### src/rtl/execute_muldiv_if.sv
// Execute-stage handshake bundle: issue-side inputs and registered results
// of the ALU / multiply-divide stage.
interface execute_muldiv_if #(
    parameter int DWIDTH    = 32,
    parameter int IMM_WIDTH = 16,
    parameter int PC_WIDTH  = 32
);
    logic                 es_i_ce;
    logic                 es_i_alu_src;
    logic                 es_i_branch;
    logic [PC_WIDTH-1:0]  es_i_pc;
    logic [IMM_WIDTH-1:0] es_i_imm;
    logic [5:0]           es_i_alu_op;
    logic [5:0]           es_i_alu_funct;
    logic [DWIDTH-1:0]    es_i_data_rs;
    logic [DWIDTH-1:0]    es_i_data_rt;

    logic [DWIDTH-1:0]    es_o_alu_value;
    logic [PC_WIDTH-1:0]  es_o_alu_pc;
    logic [5:0]           es_o_opcode;
    logic [5:0]           es_o_funct;
    logic                 es_o_zero;
    logic                 es_o_ce;
    logic                 es_o_change_pc;
    logic                 es_o_stall;

    modport master (
        output es_i_ce, es_i_alu_src, es_i_branch, es_i_pc, es_i_imm,
        output es_i_alu_op, es_i_alu_funct, es_i_data_rs, es_i_data_rt,
        input  es_o_alu_value, es_o_alu_pc, es_o_opcode, es_o_funct,
        input  es_o_zero, es_o_ce, es_o_change_pc, es_o_stall
    );

    modport slave (
        input  es_i_ce, es_i_alu_src, es_i_branch, es_i_pc, es_i_imm,
        input  es_i_alu_op, es_i_alu_funct, es_i_data_rs, es_i_data_rt,
        output es_o_alu_value, es_o_alu_pc, es_o_opcode, es_o_funct,
        output es_o_zero, es_o_ce, es_o_change_pc, es_o_stall
    );
endinterface

### src/rtl/execute_muldiv.sv
// MIPS execute stage: single-cycle ALU plus an iterative
// shift-add multiplier / restoring divider writing HI/LO.
module execute_muldiv #(
    parameter int DWIDTH    = 32,
    parameter int IMM_WIDTH = 16,
    parameter int PC_WIDTH  = 32
) (
    input  logic             es_clk,
    input  logic             es_rst,
    execute_muldiv_if.slave  bus
);
    localparam logic [5:0] OP_RTYPE = 6'b000000;
    localparam logic [5:0] OP_ADDI  = 6'b001000;
    localparam logic [5:0] OP_LW    = 6'b100011;
    localparam logic [5:0] OP_SW    = 6'b101011;
    localparam logic [5:0] OP_BEQ   = 6'b000100;
    localparam logic [5:0] OP_BNE   = 6'b000101;
    localparam logic [5:0] F_ADD    = 6'b100000;
    localparam logic [5:0] F_SUB    = 6'b100010;
    localparam logic [5:0] F_AND    = 6'b100100;
    localparam logic [5:0] F_OR     = 6'b100101;
    localparam logic [5:0] F_SLT    = 6'b101010;
    localparam logic [5:0] F_MFHI   = 6'b010000;
    localparam logic [5:0] F_MFLO   = 6'b010010;
    localparam logic [5:0] F_MULT   = 6'b011000;
    localparam logic [5:0] F_MULTU  = 6'b011001;
    localparam logic [5:0] F_DIV    = 6'b011010;
    localparam logic [5:0] F_DIVU   = 6'b011011;
    localparam int         CW       = $clog2(DWIDTH + 1);

    typedef enum logic {S_IDLE, S_BUSY} state_t;

    state_t               r_state;
    state_t               w_state_n;
    logic [CW-1:0]        r_cnt;
    logic [DWIDTH-1:0]    r_hi;
    logic [DWIDTH-1:0]    r_lo;
    logic [DWIDTH-1:0]    r_ph;
    logic [DWIDTH-1:0]    r_pl;
    logic [DWIDTH-1:0]    r_mcand;
    logic                 r_is_div;
    logic                 r_neg_q;
    logic                 r_neg_r;
    logic [DWIDTH-1:0]    r_val;
    logic [PC_WIDTH-1:0]  r_pc;
    logic [5:0]           r_op;
    logic [5:0]           r_funct;
    logic                 r_zero;
    logic                 r_ce;
    logic                 r_chg;

    logic                 w_stall;
    logic                 w_done;
    logic                 w_accept;
    logic [DWIDTH-1:0]    w_imm_ext;
    logic [PC_WIDTH-1:0]  w_imm_pc;
    logic [PC_WIDTH-1:0]  w_br_pc;
    logic [DWIDTH-1:0]    w_a;
    logic [DWIDTH-1:0]    w_b;
    logic [DWIDTH-1:0]    w_diff;
    logic                 w_zero;
    logic                 w_chg;
    logic [DWIDTH-1:0]    w_alu;
    logic                 w_is_md;
    logic                 w_md_div;
    logic                 w_md_sgn;
    logic                 w_div0;
    logic                 w_rs_neg;
    logic                 w_rt_neg;
    logic [DWIDTH-1:0]    w_rs_mag;
    logic [DWIDTH-1:0]    w_rt_mag;
    logic [DWIDTH:0]      w_sum;
    logic [DWIDTH:0]      w_shl;
    logic                 w_ge;
    logic [DWIDTH-1:0]    w_ph_n;
    logic [DWIDTH-1:0]    w_pl_n;
    logic [2*DWIDTH-1:0]  w_prod;
    logic [DWIDTH-1:0]    w_hi_res;
    logic [DWIDTH-1:0]    w_lo_res;

    // Operand selection and branch target
    assign w_imm_ext = DWIDTH'($signed(bus.es_i_imm));
    assign w_imm_pc  = PC_WIDTH'($signed(bus.es_i_imm));
    assign w_br_pc   = bus.es_i_pc + PC_WIDTH'(4) + (w_imm_pc << 2);
    assign w_a       = bus.es_i_data_rs;
    assign w_b       = bus.es_i_alu_src ? w_imm_ext : bus.es_i_data_rt;
    assign w_diff    = w_a - w_b;
    assign w_zero    = (w_diff == '0);
    assign w_chg     = bus.es_i_branch &
                       (((bus.es_i_alu_op == OP_BEQ) & w_zero) |
                        ((bus.es_i_alu_op == OP_BNE) & ~w_zero));
    assign w_accept  = bus.es_i_ce & ~w_stall;

    always_comb begin
        w_alu = '0;
        case (bus.es_i_alu_op)
            OP_RTYPE: begin
                case (bus.es_i_alu_funct)
                    F_ADD:   w_alu = w_a + w_b;
                    F_SUB:   w_alu = w_diff;
                    F_AND:   w_alu = w_a & w_b;
                    F_OR:    w_alu = w_a | w_b;
                    F_SLT:   w_alu = DWIDTH'($signed(w_a) < $signed(w_b));
                    F_MFHI:  w_alu = r_hi;
                    F_MFLO:  w_alu = r_lo;
                    default: w_alu = '0;
                endcase
            end
            OP_ADDI, OP_LW, OP_SW: w_alu = w_a + w_imm_ext;
            OP_BEQ, OP_BNE:        w_alu = w_diff;
            default:               w_alu = '0;
        endcase
    end

    // Multiply/divide decode; signed ops work on magnitudes
    assign w_is_md  = (bus.es_i_alu_op == OP_RTYPE) &
                      ((bus.es_i_alu_funct == F_MULT) |
                       (bus.es_i_alu_funct == F_MULTU) |
                       (bus.es_i_alu_funct == F_DIV) |
                       (bus.es_i_alu_funct == F_DIVU));
    assign w_md_div = bus.es_i_alu_funct[1];
    assign w_md_sgn = ~bus.es_i_alu_funct[0];
    assign w_div0   = w_md_div & (bus.es_i_data_rt == '0);
    assign w_rs_neg = w_md_sgn & bus.es_i_data_rs[DWIDTH-1];
    assign w_rt_neg = w_md_sgn & bus.es_i_data_rt[DWIDTH-1];
    assign w_rs_mag = w_rs_neg ? -bus.es_i_data_rs : bus.es_i_data_rs;
    assign w_rt_mag = w_rt_neg ? -bus.es_i_data_rt : bus.es_i_data_rt;

    // One iteration: shift-add for multiply, restoring subtract for divide
    assign w_sum = {1'b0, r_ph} + (r_pl[0] ? {1'b0, r_mcand} : '0);
    assign w_shl = {r_ph, r_pl[DWIDTH-1]};
    assign w_ge  = (w_shl >= {1'b0, r_mcand});

    always_comb begin
        w_ph_n = w_sum[DWIDTH:1];
        w_pl_n = {w_sum[0], r_pl[DWIDTH-1:1]};
        if (r_is_div) begin
            w_ph_n = w_ge ? DWIDTH'(w_shl - {1'b0, r_mcand})
                          : w_shl[DWIDTH-1:0];
            w_pl_n = {r_pl[DWIDTH-2:0], w_ge};
        end
    end

    assign w_prod = r_neg_q ? -{w_ph_n, w_pl_n} : {w_ph_n, w_pl_n};

    always_comb begin
        w_hi_res = w_prod[2*DWIDTH-1:DWIDTH];
        w_lo_res = w_prod[DWIDTH-1:0];
        if (r_is_div) begin
            w_hi_res = r_neg_r ? -w_ph_n : w_ph_n;
            w_lo_res = r_neg_q ? -w_pl_n : w_pl_n;
        end
    end

    // FSM: state register
    always_ff @(posedge es_clk) begin
        if (es_rst) r_state <= S_IDLE;
        else        r_state <= w_state_n;
    end

    // FSM: next state
    always_comb begin
        w_state_n = r_state;
        case (r_state)
            S_IDLE: if (w_accept & w_is_md & ~w_div0) w_state_n = S_BUSY;
            S_BUSY: if (r_cnt == CW'(1))              w_state_n = S_IDLE;
            default:                                  w_state_n = S_IDLE;
        endcase
    end

    // FSM: outputs
    always_comb begin
        w_stall = (r_state == S_BUSY);
        w_done  = (r_state == S_BUSY) & (r_cnt == CW'(1));
    end

    always_ff @(posedge es_clk) begin
        if (es_rst) begin
            r_cnt    <= '0;
            r_hi     <= '0;
            r_lo     <= '0;
            r_ph     <= '0;
            r_pl     <= '0;
            r_mcand  <= '0;
            r_is_div <= 1'b0;
            r_neg_q  <= 1'b0;
            r_neg_r  <= 1'b0;
            r_val    <= '0;
            r_pc     <= '0;
            r_op     <= '0;
            r_funct  <= '0;
            r_zero   <= 1'b0;
            r_ce     <= 1'b0;
            r_chg    <= 1'b0;
        end else begin
            r_ce  <= 1'b0;
            r_chg <= 1'b0;
            if (w_stall) begin
                r_cnt <= r_cnt - CW'(1);
                r_ph  <= w_ph_n;
                r_pl  <= w_pl_n;
                if (w_done) begin
                    r_hi  <= w_hi_res;
                    r_lo  <= w_lo_res;
                    r_val <= '0;
                    r_ce  <= 1'b1;
                end
            end else if (w_accept) begin
                r_op    <= bus.es_i_alu_op;
                r_funct <= bus.es_i_alu_funct;
                r_pc    <= w_br_pc;
                r_zero  <= w_zero;
                if (w_is_md & w_div0) begin
                    r_hi  <= bus.es_i_data_rs;
                    r_lo  <= '1;
                    r_val <= '0;
                    r_ce  <= 1'b1;
                end else if (w_is_md) begin
                    r_cnt    <= CW'(DWIDTH);
                    r_ph     <= '0;
                    r_pl     <= w_md_div ? w_rs_mag : w_rt_mag;
                    r_mcand  <= w_md_div ? w_rt_mag : w_rs_mag;
                    r_is_div <= w_md_div;
                    r_neg_q  <= w_rs_neg ^ w_rt_neg;
                    r_neg_r  <= w_rs_neg;
                end else begin
                    r_val <= w_alu;
                    r_ce  <= 1'b1;
                    r_chg <= w_chg;
                end
            end
        end
    end

    assign bus.es_o_alu_value = r_val;
    assign bus.es_o_alu_pc    = r_pc;
    assign bus.es_o_opcode    = r_op;
    assign bus.es_o_funct     = r_funct;
    assign bus.es_o_zero      = r_zero;
    assign bus.es_o_ce        = r_ce;
    assign bus.es_o_change_pc = r_chg;
    assign bus.es_o_stall     = w_stall;
endmodule

### src/flat_wrapper.sv
// flat-port wrapper written by rule: the top's interface ports become plain ports
module execute_muldiv_flat 
#(
    parameter int DWIDTH    = 32,
    parameter int IMM_WIDTH = 16,
    parameter int PC_WIDTH  = 32
)
  (es_clk, es_rst, bus_es_i_ce, bus_es_i_alu_src, bus_es_i_branch, bus_es_i_pc, bus_es_i_imm, bus_es_i_alu_op, bus_es_i_alu_funct, bus_es_i_data_rs, bus_es_i_data_rt, bus_es_o_alu_value, bus_es_o_alu_pc, bus_es_o_opcode, bus_es_o_funct, bus_es_o_zero, bus_es_o_ce, bus_es_o_change_pc, bus_es_o_stall);
  execute_muldiv_if #(.DWIDTH(DWIDTH), .IMM_WIDTH(IMM_WIDTH), .PC_WIDTH(PC_WIDTH)) bus_i ();
  input  logic es_clk;
  input  logic es_rst;
  input wire logic [$bits(bus_i.es_i_ce)-1:0] bus_es_i_ce;
  input wire logic [$bits(bus_i.es_i_alu_src)-1:0] bus_es_i_alu_src;
  input wire logic [$bits(bus_i.es_i_branch)-1:0] bus_es_i_branch;
  input wire logic [$bits(bus_i.es_i_pc)-1:0] bus_es_i_pc;
  input wire logic [$bits(bus_i.es_i_imm)-1:0] bus_es_i_imm;
  input wire logic [$bits(bus_i.es_i_alu_op)-1:0] bus_es_i_alu_op;
  input wire logic [$bits(bus_i.es_i_alu_funct)-1:0] bus_es_i_alu_funct;
  input wire logic [$bits(bus_i.es_i_data_rs)-1:0] bus_es_i_data_rs;
  input wire logic [$bits(bus_i.es_i_data_rt)-1:0] bus_es_i_data_rt;
  output wire logic [$bits(bus_i.es_o_alu_value)-1:0] bus_es_o_alu_value;
  output wire logic [$bits(bus_i.es_o_alu_pc)-1:0] bus_es_o_alu_pc;
  output wire logic [$bits(bus_i.es_o_opcode)-1:0] bus_es_o_opcode;
  output wire logic [$bits(bus_i.es_o_funct)-1:0] bus_es_o_funct;
  output wire logic [$bits(bus_i.es_o_zero)-1:0] bus_es_o_zero;
  output wire logic [$bits(bus_i.es_o_ce)-1:0] bus_es_o_ce;
  output wire logic [$bits(bus_i.es_o_change_pc)-1:0] bus_es_o_change_pc;
  output wire logic [$bits(bus_i.es_o_stall)-1:0] bus_es_o_stall;
  assign bus_i.es_i_ce = bus_es_i_ce;
  assign bus_i.es_i_alu_src = bus_es_i_alu_src;
  assign bus_i.es_i_branch = bus_es_i_branch;
  assign bus_i.es_i_pc = bus_es_i_pc;
  assign bus_i.es_i_imm = bus_es_i_imm;
  assign bus_i.es_i_alu_op = bus_es_i_alu_op;
  assign bus_i.es_i_alu_funct = bus_es_i_alu_funct;
  assign bus_i.es_i_data_rs = bus_es_i_data_rs;
  assign bus_i.es_i_data_rt = bus_es_i_data_rt;
  assign bus_es_o_alu_value = bus_i.es_o_alu_value;
  assign bus_es_o_alu_pc = bus_i.es_o_alu_pc;
  assign bus_es_o_opcode = bus_i.es_o_opcode;
  assign bus_es_o_funct = bus_i.es_o_funct;
  assign bus_es_o_zero = bus_i.es_o_zero;
  assign bus_es_o_ce = bus_i.es_o_ce;
  assign bus_es_o_change_pc = bus_i.es_o_change_pc;
  assign bus_es_o_stall = bus_i.es_o_stall;
  execute_muldiv #(.DWIDTH(DWIDTH), .IMM_WIDTH(IMM_WIDTH), .PC_WIDTH(PC_WIDTH)) u_core (.es_clk(es_clk), .es_rst(es_rst), .bus(bus_i));
endmodule
### config.mk
export PLATFORM = sky130hd
export DESIGN_NAME = execute_muldiv_flat
export DESIGN_NICKNAME = d
export VERILOG_FILES = /design/src/rtl/execute_muldiv_if.sv /design/src/rtl/execute_muldiv.sv /design/src/flat_wrapper.sv
export SDC_FILE = /design/constraint.sdc
export NUM_CORES = 1
export LEC_CHECK = 0
export CORE_MARGIN = 2
export CORE_UTILIZATION = 50
export CTS_CLUSTER_SIZE = 24
export DETAILED_ROUTE_END_ITERATION = 8
export PLACE_DENSITY_LB_ADDON = 0.15
export SYNTH_ARGS = -nofsm -noshare
export SYNTH_HDL_FRONTEND = slang
export SYNTH_SLANG_ARGS = --single-unit
### constraint.sdc
create_clock -name es_clk -period 6.75 [get_ports es_clk]
set_clock_uncertainty 0.2 [all_clocks]
set_input_delay 1.35 -clock es_clk [delete_from_list [all_inputs] [get_ports es_clk]]
set_output_delay 1.35 -clock es_clk [all_outputs]
set_load 0.005 [all_outputs]
==> summary.txt <==
Synthesis
  • Synth top area cells: dfxtp_1, ha_1, a21oi_1
  • Avg Cell Area, Syn: 7.24 um^2
  • Unique cell type count in the Yosys netlist: 106
  • Fraction of registers with async set/reset: 0%
  • Synth Area in Simple Gates: 21.1%
  • Synth top area share: 18.7%
  • Syn Nets: 4,073
  • Post-Syn Instances: 3,684
  • Synthesized-area fraction occupied by adder cells: 12.4%
  • Largest area contributor in the netlist: dfxtp_1
  • Number of enable flip-flop cells after synthesis: 0
  • Dominant synthesized flop cell: dfxtp_1
  • Yosys reg bits: 249
  • Post-synthesis compound-gate area fraction: 30.4%
  • Multiplexer share of the synthesized area: 2.99%
  • Xor/xnor share of the synthesized area: 8.28%
  • Post-Syn Area: 26,700 um^2
  • Register area share after synthesis: 18.7%
  • Yosys warnings: 0
  • Combinational family with the most area after synthesis: compound AO/OA/AOI/OAI gates

Setup path
  • Slowest Stage Delay on Critical Path: 630 ps
  • Crit-path slowest cell: clkdlybuf4s50_1
  • CP Launch Type: input pin
  • CP Capture Type: flip-flop
  • Crit path kind: in -> reg
  • Worst-path cell chain: clkdlybuf4s50_1 > nand2_1 > a21boi_0 > inv_1 > ha_1 > inv_1 > fa_1 > buf_4 > xnor2_1 > or3_1 > nor3_1 > nand4_1 > or4_1 > or4_1 > nor4_1 > nand4_1 > or4_4 > or4_1 > a21oi_1
  • Most used cell, CP: or4_1
  • Worst EP required: 7060 ps
  • CP arrival: 6670 ps
  • Crit-path max FO: 7

Power and ir drop
  • Gate power share: 29.2%
  • Total power draw: 4.57 mW
  • Peak supply drop: 223 uV
  • Sw frac: 32.7%
  • Power share of the sequential group: 33.1%
  • Psw: 1.49 mW
  • Leakage: 12.6 nW
  • Clock power share: 37.8%
  • PD cells: 147 nW/um^2
  • P_int: 3.08 mW

Global routing
  • Largest net degree at the start of global routing: 123
  • Vias in the first global route: 26,900
  • Global-route wire length before repair: 156,000 um
  • Initial antenna violation count: 5
  • Gr usage total: 35.6%
  • GRT overflow: 0

Placement
  • Placed Area: 30,000 um^2
  • Post-DP HPWL: 81,000 um
  • Port Buf Inserts: 208
  • Placer congestion estimate: 0.992

Clock network
  • H-tree Lvls: 1
  • Num CTS Buffers: 31
  • Post-CTS Setup Inserts: 0
  • Clock Pin Slew Worst Setup and Hold Paths: 60 ps
  • CTS resizes: 0
  • Clk root buf: clkbuf_16
  • Clk_lat worst skew: 610 ps
  • Hold Buf Count CTS: 0
  • Clock sink count: 249
  • CTS Buffer Depth: 3
  • CTS tree: yes

Routing
  • Wire per inst: 22.3 um
  • Detailed-route DRC error count: 0
  • DRT antenna net count: 0
  • Vias: 28,500
  • Vias per std cell: 6.23
  • DRT Pass-1 Iters: 6
  • Iter 0 DRT Violations: 2,609
  • Final wirelength: 102,000 um

Final layout
  • Nets@finish: 4,261
  • Share of layout cells above drive strength 1: 7.70%
  • Utilization after layout: 58.9%
  • Final Cell Area: 31,000 um^2
  • P&R area growth vs syn: 16.4%

Floorplan
  • Starting Density: 50.6%
  • Ports: 209
  • Chip height: 235 um
  • Core footprint: 52,700 um^2
  • Row cnt: 84
  • Full die area: 55,200 um^2
  • DIE WIDTH: 235 um

STA
  • Final Max Tran Viols: 0
  • Hold Fails Final Rpt: 0
  • Worst slew pin tran: 997 ps
  • Fin crit period: 6360 ps
  • Hold slack: 253 ps
  • Rel. slew slack: 31.8%
  • Fin crit share: 94.3%
  • RSZ-0062 raised after global routing: no
  • Endpoints failing setup: 0
  • Fmax achieved: 157 MHz

Min path
  • Hold Crit Class: reg -> reg

Job
  • MaxCap Viol Count: 0

Run status
  • Status: completed
[routing by layer]
metal | vias up | wire length, um | global-route usage (%)
li1 | 13700 | - | -
met1 | 13500 | 43200 | 45.5
met2 | 1110 | 46600 | 58.8
met3 | 237 | 7970 | 6.94
met4 | 6 | 4540 | 13.8
met5 | - | 34 | 0
[final cells by class]
class / instances / area (um^2)
sequential: 249 / 4990
tap: 688 / 861
fill: 5085 / 21600
antenna: 1 / 2.50
multi-input combinational: 3034 / 20100
clock inverter: 15 / 179
timing repair buffer: 370 / 3330
clock buffer: 41 / 853
inverter: 186 / 698
[critical path, delay by kind of cell]
kind | cells | cell delay (ps)
simple gates | 10 | 3380
xor+xnor | 1 | 120
buf+inv | 4 | 930
fa+ha+maj | 2 | 550
compound gates | 2 | 320
[power by group through the flow]
stage	clock (mW)	sequential, mW	combinational, mW
2_1_floorplan	0	1.54	0.831
3_3_place_gp	0	1.54	1.31
3_5_place_dp	0	1.54	1.30
4_1_cts	1.75	1.51	1.32
5_1_grt	1.80	1.51	1.45
6_report	1.73	1.51	1.33
[path summary, 6_finish.rpt]
check,from,to,slack [ps],cells past startpoint
setup / recovery,bus_es_i_alu_src,u_core.bus.es_o_change_pc$_SDFF_PP0_,390,19
hold / removal,u_core.bus.es_o_alu_pc[6]$_SDFFE_PP0P_,u_core.bus.es_o_alu_pc[6]$_SDFFE_PP0P_,250,2
setup reg to reg,u_core.r_mcand[30]$_SDFFE_PP0P_,u_core.r_hi[20]$_SDFFE_PP0P_,520,21
hold reg to reg,u_core.bus.es_o_alu_pc[6]$_SDFFE_PP0P_,u_core.bus.es_o_alu_pc[6]$_SDFFE_PP0P_,250,2
[registers in the layout, summed over array words and instances (netlist names)]
name and cells:
u_core.r_hi 32, u_core.r_pl 32, u_core.bus.es_o_opcode 6, u_core.bus.es_o_change_pc 1, u_core.r_cnt 6, u_core.r_neg_r 1
u_core.bus.es_o_zero 1, u_core.r_neg_q 1, u_core.r_mcand 32, u_core.r_lo 32, u_core.bus.es_o_ce 1, u_core.r_ph 32
u_core.bus.es_o_alu_value 32, u_core.bus.es_o_funct 6, u_core.r_is_div 1, u_core.bus.es_o_alu_pc 32, u_core.bus.es_o_stall 1
[placed cells by master, fill, tap and decap left out, drive strengths merged, types with 53 or more instances in the layout]
cell type and count:
a21o 72, inv 187, a22oi 69, xor2 82
ha 254, clkdlybuf4s50 205, dfxtp 249, a211oi 81
xnor2 170, nand3 64, buf 164, a21oi 411
o21ai 200, and2 53, mux2i 64, nand2 430
o211ai 60, nor2 337, nor3 79
[through the flow]
| stage | setup slack [ps] | cells | TNS, ps |
|---|---|---|---|
| after floorplan | 475 | 3684 | 0 |
| after global placement | -4.00 | 4527 | -4.00 |
| after detailed placement | -75.0 | 4527 | -75.0 |
| after CTS | 529 | 4583 | 0 |
| after global routing | 128 | 4583 | 0 |
| final | 386 | 4584 | 0 |
[kinds of logic after synthesis]
kind of cell	after synthesis
AO/OA/AOI/OAI	1243
XOR/XNOR	252
adder cells (fa/ha/maj)	260
buffers and inverters	401
flip-flops	249
multiplexers	78
AND/OR/NAND/NOR	1201
[cell usage after synthesis (27+ instances only)]
master    count
mux2i_1      64
inv_1       184
a22oi_1      69
and2_1       53
dfxtp_1     249
nor4_1       28
xor2_1       82
xnor2_1     170
a31oi_1      42
nor2b_1      27
o21ai_0     192
o22ai_1      28
ha_1        254
nor2_1      336
nor3_1       76
o31ai_1      29
o211ai_1     60
nand2b_1     32
a21o_1       72
a21oi_1     406
clkbuf_1    159
nand3_1      63
a211oi_1     79
nand2_1     430
No activity file was read; power rests on OpenSTA's default activity.
